### config.mk
export PLATFORM = sky130hd
export DESIGN_NAME = addsub_serial_unit_flat
export DESIGN_NICKNAME = d
export VERILOG_FILES = /design/src/rtl/addsub_serial_unit_pkg.sv /design/src/rtl/addsub_serial_unit_if.sv /design/src/rtl/addsub_serial_unit_slice.sv /design/src/rtl/addsub_serial_unit.sv /design/src/flat_wrapper.sv
export SDC_FILE = /design/constraint.sdc
export NUM_CORES = 1
export LEC_CHECK = 0
export CORE_ASPECT_RATIO = 0.75
export CORE_MARGIN = 2
export CORE_UTILIZATION = 35
export DETAILED_ROUTE_END_ITERATION = 6
export PLACE_DENSITY = 0.6
export SLEW_MARGIN = 25
export SYNTH_ARGS = -nofsm -noshare
export SYNTH_HDL_FRONTEND = slang
export SYNTH_SLANG_ARGS = --single-unit
### constraint.sdc
create_clock -name clk -period 10.85 [get_ports clk]
set_input_delay 2.7125 -clock clk [delete_from_list [all_inputs] [get_ports clk]]
set_output_delay 2.7125 -clock clk [all_outputs]
set_load 0.01 [all_outputs]
### src/rtl/addsub_serial_unit_pkg.sv
// Shared definitions for the serial add/sub unit: function codes, FSM states
// and operand-conditioning helpers.
package addsub_serial_unit_pkg;

    localparam int unsigned F_W = 2;

    typedef enum logic [F_W-1:0] {
        F_ADD = 2'b00,
        F_SUB = 2'b01,
        F_NEG = 2'b10,
        F_INC = 2'b11
    } func_e;

    typedef enum logic [1:0] {
        ST_IDLE = 2'b00,
        ST_RUN  = 2'b01,
        ST_DONE = 2'b10
    } state_e;

    // b is inverted for SUB and NEG
    function automatic logic invert_b(input logic [F_W-1:0] f);
        return f[1] ^ f[0];
    endfunction

    // Carry-in of the first slice; only ADD starts with zero
    function automatic logic carry_in(input logic [F_W-1:0] f);
        return f[1] | f[0];
    endfunction

endpackage

### src/rtl/addsub_serial_unit_if.sv
// Operand/result handshake bundle of the serial add/sub unit.
interface addsub_serial_unit_if #(
    parameter int unsigned WIDTH = 32
);
    logic             in_valid;
    logic             in_ready;
    logic [WIDTH-1:0] a;
    logic [WIDTH-1:0] b;
    logic [1:0]       f;
    logic             out_valid;
    logic             out_ready;
    logic [WIDTH-1:0] s;
    logic             c_out;
    logic             n_flag;
    logic             z_flag;
    logic             O;

    modport master (
        output in_valid, a, b, f, out_ready,
        input  in_ready, out_valid, s, c_out, n_flag, z_flag, O
    );

    modport slave (
        input  in_valid, a, b, f, out_ready,
        output in_ready, out_valid, s, c_out, n_flag, z_flag, O
    );
endinterface

### src/rtl/addsub_serial_unit_slice.sv
// Combinational SLICE-bit ripple-carry adder used once per clock by the serial unit.
module addsub_slice #(
    parameter int unsigned SLICE = 8
) (
    input  logic [SLICE-1:0] a,
    input  logic [SLICE-1:0] b,
    input  logic             cin,
    output logic [SLICE-1:0] s,
    output logic             cout
);

    logic c;

    always_comb begin
        c = cin;
        s = '0;
        for (int i = 0; i < int'(SLICE); i++) begin
            s[i] = a[i] ^ b[i] ^ c;
            c    = (a[i] & b[i]) | (c & (a[i] ^ b[i]));
        end
        cout = c;
    end

endmodule

### src/rtl/addsub_serial_unit.sv
// Multi-cycle add/sub/negate/increment unit: WIDTH-bit result computed SLICE bits
// per clock, LSB slice first, with N/Z/C/O flags and valid/ready on both sides.
module addsub_serial_unit
    import addsub_serial_unit_pkg::*;
#(
    parameter int unsigned WIDTH = 32,
    parameter int unsigned SLICE = 8
) (
    input  logic                clk,
    input  logic                rst_n,
    addsub_serial_unit_if.slave bus
);

    localparam int unsigned NSL  = WIDTH / SLICE;
    localparam int unsigned IDXW = (NSL > 1) ? $clog2(NSL) : 1;
    localparam int unsigned MSB  = WIDTH - 1;

    if ((WIDTH < 2) || (SLICE == 0) || ((WIDTH % SLICE) != 0)) begin : g_param_check
        $error("addsub_serial_unit: WIDTH must be >= 2 and a multiple of SLICE");
    end

    state_e            state_q, state_d;
    logic [IDXW-1:0]   idx_q, idx_d;
    logic              carry_q, carry_d;
    logic              zacc_q, zacc_d;
    logic [WIDTH-1:0]  a_sh_q, a_sh_d;
    logic [WIDTH-1:0]  b_sh_q, b_sh_d;
    logic [WIDTH-1:0]  res_q, res_d;
    logic              a_msb_q, a_msb_d;
    logic              b_msb_q, b_msb_d;
    logic [WIDTH-1:0]  s_q, s_d;
    logic              c_q, c_d;
    logic              z_q, z_d;
    logic              n_q, n_d;
    logic              o_q, o_d;
    logic              in_ready_q, in_ready_d;
    logic              out_valid_q, out_valid_d;

    logic [SLICE-1:0]       sl_s;
    logic                   sl_cout;
    logic [WIDTH-1:0]       a_cond;
    logic [WIDTH-1:0]       b_cond;
    logic [WIDTH+SLICE-1:0] res_cat;
    logic [WIDTH-1:0]       res_next;
    logic                   z_next;

    addsub_slice #(.SLICE(SLICE)) u_slice (
        .a    (a_sh_q[SLICE-1:0]),
        .b    (b_sh_q[SLICE-1:0]),
        .cin  (carry_q),
        .s    (sl_s),
        .cout (sl_cout)
    );

    // Operand conditioning applied once, at the accept edge
    always_comb begin
        a_cond = bus.f[1] ? '0 : bus.a;
        b_cond = bus.b ^ {WIDTH{invert_b(bus.f)}};
    end

    // New slice enters at the top of the result shift register
    always_comb begin
        res_cat  = {sl_s, res_q};
        res_next = WIDTH'(res_cat >> SLICE);
        z_next   = zacc_q & ~(|sl_s);
    end

    always_comb begin
        state_d   = state_q;
        idx_d     = idx_q;
        carry_d   = carry_q;
        zacc_d    = zacc_q;
        a_sh_d    = a_sh_q;
        b_sh_d    = b_sh_q;
        res_d     = res_q;
        a_msb_d   = a_msb_q;
        b_msb_d   = b_msb_q;
        s_d       = s_q;
        c_d       = c_q;
        z_d       = z_q;
        n_d       = n_q;
        o_d       = o_q;

        unique case (state_q)
            ST_IDLE: begin
                if (bus.in_valid) begin
                    a_sh_d  = a_cond;
                    b_sh_d  = b_cond;
                    a_msb_d = a_cond[MSB];
                    b_msb_d = b_cond[MSB];
                    carry_d = carry_in(bus.f);
                    zacc_d  = 1'b1;
                    idx_d   = '0;
                    state_d = ST_RUN;
                end
            end
            ST_RUN: begin
                a_sh_d  = a_sh_q >> SLICE;
                b_sh_d  = b_sh_q >> SLICE;
                res_d   = res_next;
                carry_d = sl_cout;
                zacc_d  = z_next;
                idx_d   = idx_q + IDXW'(1);
                if (idx_q == IDXW'(NSL - 1)) begin
                    s_d     = res_next;
                    c_d     = sl_cout;
                    z_d     = z_next;
                    n_d     = res_next[MSB];
                    o_d     = (~a_msb_q & ~b_msb_q &  res_next[MSB]) |
                              ( a_msb_q &  b_msb_q & ~res_next[MSB]);
                    state_d = ST_DONE;
                end
            end
            ST_DONE: begin
                if (bus.out_ready) begin
                    state_d = ST_IDLE;
                end
            end
            default: state_d = ST_IDLE;
        endcase

        in_ready_d  = (state_d == ST_IDLE);
        out_valid_d = (state_d == ST_DONE);
    end

    always_ff @(posedge clk or negedge rst_n) begin
        if (!rst_n) begin
            state_q     <= ST_IDLE;
            idx_q       <= '0;
            carry_q     <= 1'b0;
            zacc_q      <= 1'b0;
            a_sh_q      <= '0;
            b_sh_q      <= '0;
            res_q       <= '0;
            a_msb_q     <= 1'b0;
            b_msb_q     <= 1'b0;
            s_q         <= '0;
            c_q         <= 1'b0;
            z_q         <= 1'b0;
            n_q         <= 1'b0;
            o_q         <= 1'b0;
            in_ready_q  <= 1'b1;
            out_valid_q <= 1'b0;
        end else begin
            state_q     <= state_d;
            idx_q       <= idx_d;
            carry_q     <= carry_d;
            zacc_q      <= zacc_d;
            a_sh_q      <= a_sh_d;
            b_sh_q      <= b_sh_d;
            res_q       <= res_d;
            a_msb_q     <= a_msb_d;
            b_msb_q     <= b_msb_d;
            s_q         <= s_d;
            c_q         <= c_d;
            z_q         <= z_d;
            n_q         <= n_d;
            o_q         <= o_d;
            in_ready_q  <= in_ready_d;
            out_valid_q <= out_valid_d;
        end
    end

    assign bus.in_ready  = in_ready_q;
    assign bus.out_valid = out_valid_q;
    assign bus.s         = s_q;
    assign bus.c_out     = c_q;
    assign bus.z_flag    = z_q;
    assign bus.n_flag    = n_q;
    assign bus.O         = o_q;

endmodule

### src/flat_wrapper.sv
// flat-port wrapper written by rule: the top's interface ports become plain ports
module addsub_serial_unit_flat import addsub_serial_unit_pkg::*;
#(
    parameter int unsigned WIDTH = 32,
    parameter int unsigned SLICE = 8
)
  (clk, rst_n, bus_in_valid, bus_a, bus_b, bus_f, bus_out_ready, bus_in_ready, bus_out_valid, bus_s, bus_c_out, bus_n_flag, bus_z_flag, bus_O);
  addsub_serial_unit_if #(.WIDTH(WIDTH)) bus_i ();
  input  logic clk;
  input  logic rst_n;
  input wire logic [$bits(bus_i.in_valid)-1:0] bus_in_valid;
  input wire logic [$bits(bus_i.a)-1:0] bus_a;
  input wire logic [$bits(bus_i.b)-1:0] bus_b;
  input wire logic [$bits(bus_i.f)-1:0] bus_f;
  input wire logic [$bits(bus_i.out_ready)-1:0] bus_out_ready;
  output wire logic [$bits(bus_i.in_ready)-1:0] bus_in_ready;
  output wire logic [$bits(bus_i.out_valid)-1:0] bus_out_valid;
  output wire logic [$bits(bus_i.s)-1:0] bus_s;
  output wire logic [$bits(bus_i.c_out)-1:0] bus_c_out;
  output wire logic [$bits(bus_i.n_flag)-1:0] bus_n_flag;
  output wire logic [$bits(bus_i.z_flag)-1:0] bus_z_flag;
  output wire logic [$bits(bus_i.O)-1:0] bus_O;
  assign bus_i.in_valid = bus_in_valid;
  assign bus_i.a = bus_a;
  assign bus_i.b = bus_b;
  assign bus_i.f = bus_f;
  assign bus_i.out_ready = bus_out_ready;
  assign bus_in_ready = bus_i.in_ready;
  assign bus_out_valid = bus_i.out_valid;
  assign bus_s = bus_i.s;
  assign bus_c_out = bus_i.c_out;
  assign bus_n_flag = bus_i.n_flag;
  assign bus_z_flag = bus_i.z_flag;
  assign bus_O = bus_i.O;
  addsub_serial_unit #(.WIDTH(WIDTH), .SLICE(SLICE)) u_core (.clk(clk), .rst_n(rst_n), .bus(bus_i));
endmodule
==> run summary <==
Htree depth -> 4
Port-buffer cells -> 107
Hold_buf cts -> 0
DRT iter0 DRCs -> 319
Tcrit/Tclk final -> 42.8%
CP cell instances -> fa_1 -> fa_1 -> fa_1 -> fa_1 -> inv_1 -> fa_1 -> inv_1 -> fa_1 -> fa_1 -> inv_1 -> fa_1 -> nand3b_1 -> or4_4 -> a22oi_2
Final slew viol count -> 0
RSZ-0062 raised after global routing -> no
Bufs on Longest Clock Path -> 2
Delay of the slowest cell on the worst path -> 0.48 ns
Largest net degree at the start of global routing -> 78
Post-synthesis sequential area ratio -> 57.2%
GP Congestion -> 0.767
Avg WL per Cell -> 15.5 um
Setup Buffers After CTS -> 0
CTS buffer count -> 17
Rows -> 40
Minimum clock period -> 4.64 ns
Number of nets in the layout -> 709
CTS tree -> yes
Setup CP Type -> reg2reg
Vias -> 4208
Die Width -> 153 um
# fillers -> 1532
Ratio of cells with drive above 1 in the final layout -> 8.26%
Synthesized area per cell -> 11.0 um2
HPWL Detailed -> 8950 um
Worst Setup Start Kind -> flop
Post-CTS sizing -> 0
Worst Tran Pin Value -> 0.726 ns
Pwr per Cell Area -> 281 mW/mm2
Overall die height -> 116 um
Full die area -> 0.0177 mm2
Syn nets -> 610
Hold Path Class -> reg2reg
Ant diodes -> 0
Global Route Usage Sum -> 15.9%
Starting Density -> 36.0%
Synth-to-Final Area Change -> 32.5%
Slowest cell on crit path -> fa_1
CP Capture Type -> flop
Vias in the first global route -> 4295
Register-to-register setup slack -> 6.21 ns
Status -> completed
Yosys reg bits -> 133
Core footprint -> 0.0162 mm2
Leak Pwr -> 0.00363 uW
Setup TNS -> 0 ns
Synthesis warning total -> 0
IO Count -> 108
Req. time, crit path -> 11.18 ns
Synth Instances -> 530
Slew margin rel. -> 51.6%
Worst-Skew Late Latency -> 0.41 ns
Worst Path Arrival -> 4.98 ns
Most used cell, CP -> fa_1
Worst Path Max Fanout -> 5
Global-route wire length before repair -> 22300 um
Post-DRT Antenna Nets -> 0
# clock sinks -> 133
Clock skew -> 0.00892 ns
Fin. Hold Viols -> 0
WL final -> 13200 um
Final Setup Violations -> 0
Initial antenna violation count -> 0
Number of iterations in the first detailed-routing pass -> 5
# Max-Cap Violations -> 0
Routed vias/inst -> 4.94
Grt total ovfl -> 0
Fmax -> 0.215 GHz
Clock transition at the registers of the reported paths -> 0.06 ns
Final Power -> 2170 uW
Residual DRC count -> 0
Worst VDD drop -> 0.000166 V
Unique cell type count in the Yosys netlist -> 40
Final design utilization -> 47.7%
Mapped Area -> 0.00583 mm2
Clk root buf -> clkbuf_16
-- per-stage QoR --
step	hold WS (ns)	setup WS, ns	area [um2]	instances
floorplan	0.438	6.53	5830	530
global placement	0.450	6.22	7060	818
detailed placement	0.453	6.17	7110	820
CTS	0.471	6.18	7720	852
global route	0.499	5.94	7720	852
finish	0.471	6.21	7720	852
-- registers in the layout (all words and copies together), names as in the netlist, 2 cells and up --
register	count
u_core.a_sh_q	32
u_core.b_sh_q	32
u_core.bus.s	32
u_core.res_q	24
u_core.idx_q	2
u_core.state_q	2
-- synthesized netlist by cell type (all sizes together) --
cell type  count  area (um2)
nor2           2        7.51
mux2          30         338
nor3b          1        7.51
nor3           1        5.00
buf           17         105
ha             2        25.0
xor2          24         210
xnor2          8        70.1
or3b           1        8.76
dfrtp        132        3300
nor4b          1        15.0
a22o          10        87.6
or4            2        18.8
nand2b         2        12.5
fa             8         160
nand2        156         586
o21a           1        7.51
o21ai         17        85.1
o32ai          1        8.76
a22oi         69         523
a21oi          3        15.0
and3           1        6.26
or2            1        6.26
inv           11        41.3
dfstp          1        26.3
nor2b          1        6.26
o21bai         1        7.51
a221oi         1        8.76
a221o          1        10.0
clkbuf        20        85.1
nand3b         3        22.5
o22ai          1        6.26
-- cell usage in the layout (no fill, tap or decap), drive strengths merged, types with 3 or more instances in the layout --
cell             n
nand2          156
dfrtp          132
clkdlybuf4s50  106
a22oi           69
mux2            30
xor2            24
clkbuf          20
o21ai           17
inv             11
buf             11
a22o            10
xnor2            8
fa               8
clkinv           6
a21oi            3
nand3b           3
bufinv           3
clkinvlp         3
-- routing by layer --
metal | track usage, % | up-vias | wire [um]
met3 | 4.19 | 12 | 637
met2 | 23.3 | 100 | 5780
met5 | 0 | - | 0
met4 | 4.51 | 0 | 123
li1 | - | 2014 | -
met1 | 23.6 | 2082 | 6700
-- where the power goes --
group          leakage [uW]  switching (uW)  internal [uW]
sequential          0.00173             137            694
clock              0.000292             213            373
combinational       0.00161             405            346
total               0.00363             755           1410
-- critical path: cells and delay by family (launching register included) --
| family | cells | cell delay, ns |
|---|---|---|
| adder cells (fa/ha/maj) | 8 | 3.22 |
| AND/OR/NAND/NOR | 2 | 0.54 |
| flip-flops | 1 | 0.41 |
| buffers and inverters | 3 | 0.25 |
| AO/OA/AOI/OAI | 1 | 0.15 |
-- worst paths after layout --
kind / startpoint / to / depth (start not counted)
max: u_core.b_sh_q[0] / u_core.zacc_q / 14
min: u_core.a_sh_q[26] / u_core.a_sh_q[18] / 2
max reg2reg: u_core.b_sh_q[0] / u_core.zacc_q / 14
min reg2reg: u_core.a_sh_q[26] / u_core.a_sh_q[18] / 2
max in group asynchronous: rst_n / u_core.idx_q[1] / 2
min in group asynchronous: rst_n / u_core.bus.s[22] / 1
-- cells by family (layout without fill, tap and decap cells) --
logic type / count (synthesis) / after routing / synth area share [%]
AND/OR/NAND/NOR: 172 / 172 / 12.0
flip-flops: 133 / 133 / 57.2
AO/OA/AOI/OAI: 105 / 105 / 13.0
buffers and inverters: 48 / 160 / 3.97
XOR/XNOR: 32 / 32 / 4.81
multiplexers: 30 / 30 / 5.80
adder cells (fa/ha/maj): 10 / 10 / 3.18
-- layout make-up --
cell class	count	area [um2]	share of cell area (%)
sequential	133	3330	43.1
multi-input combinational	349	2300	29.8
timing repair buffer	117	1170	15.2
clock buffer	20	457	5.92
tap	210	263	3.40
clock inverter	12	154	1.99
inverter	11	41.3	0.535
No activity file was read; power rests on OpenSTA's default activity.
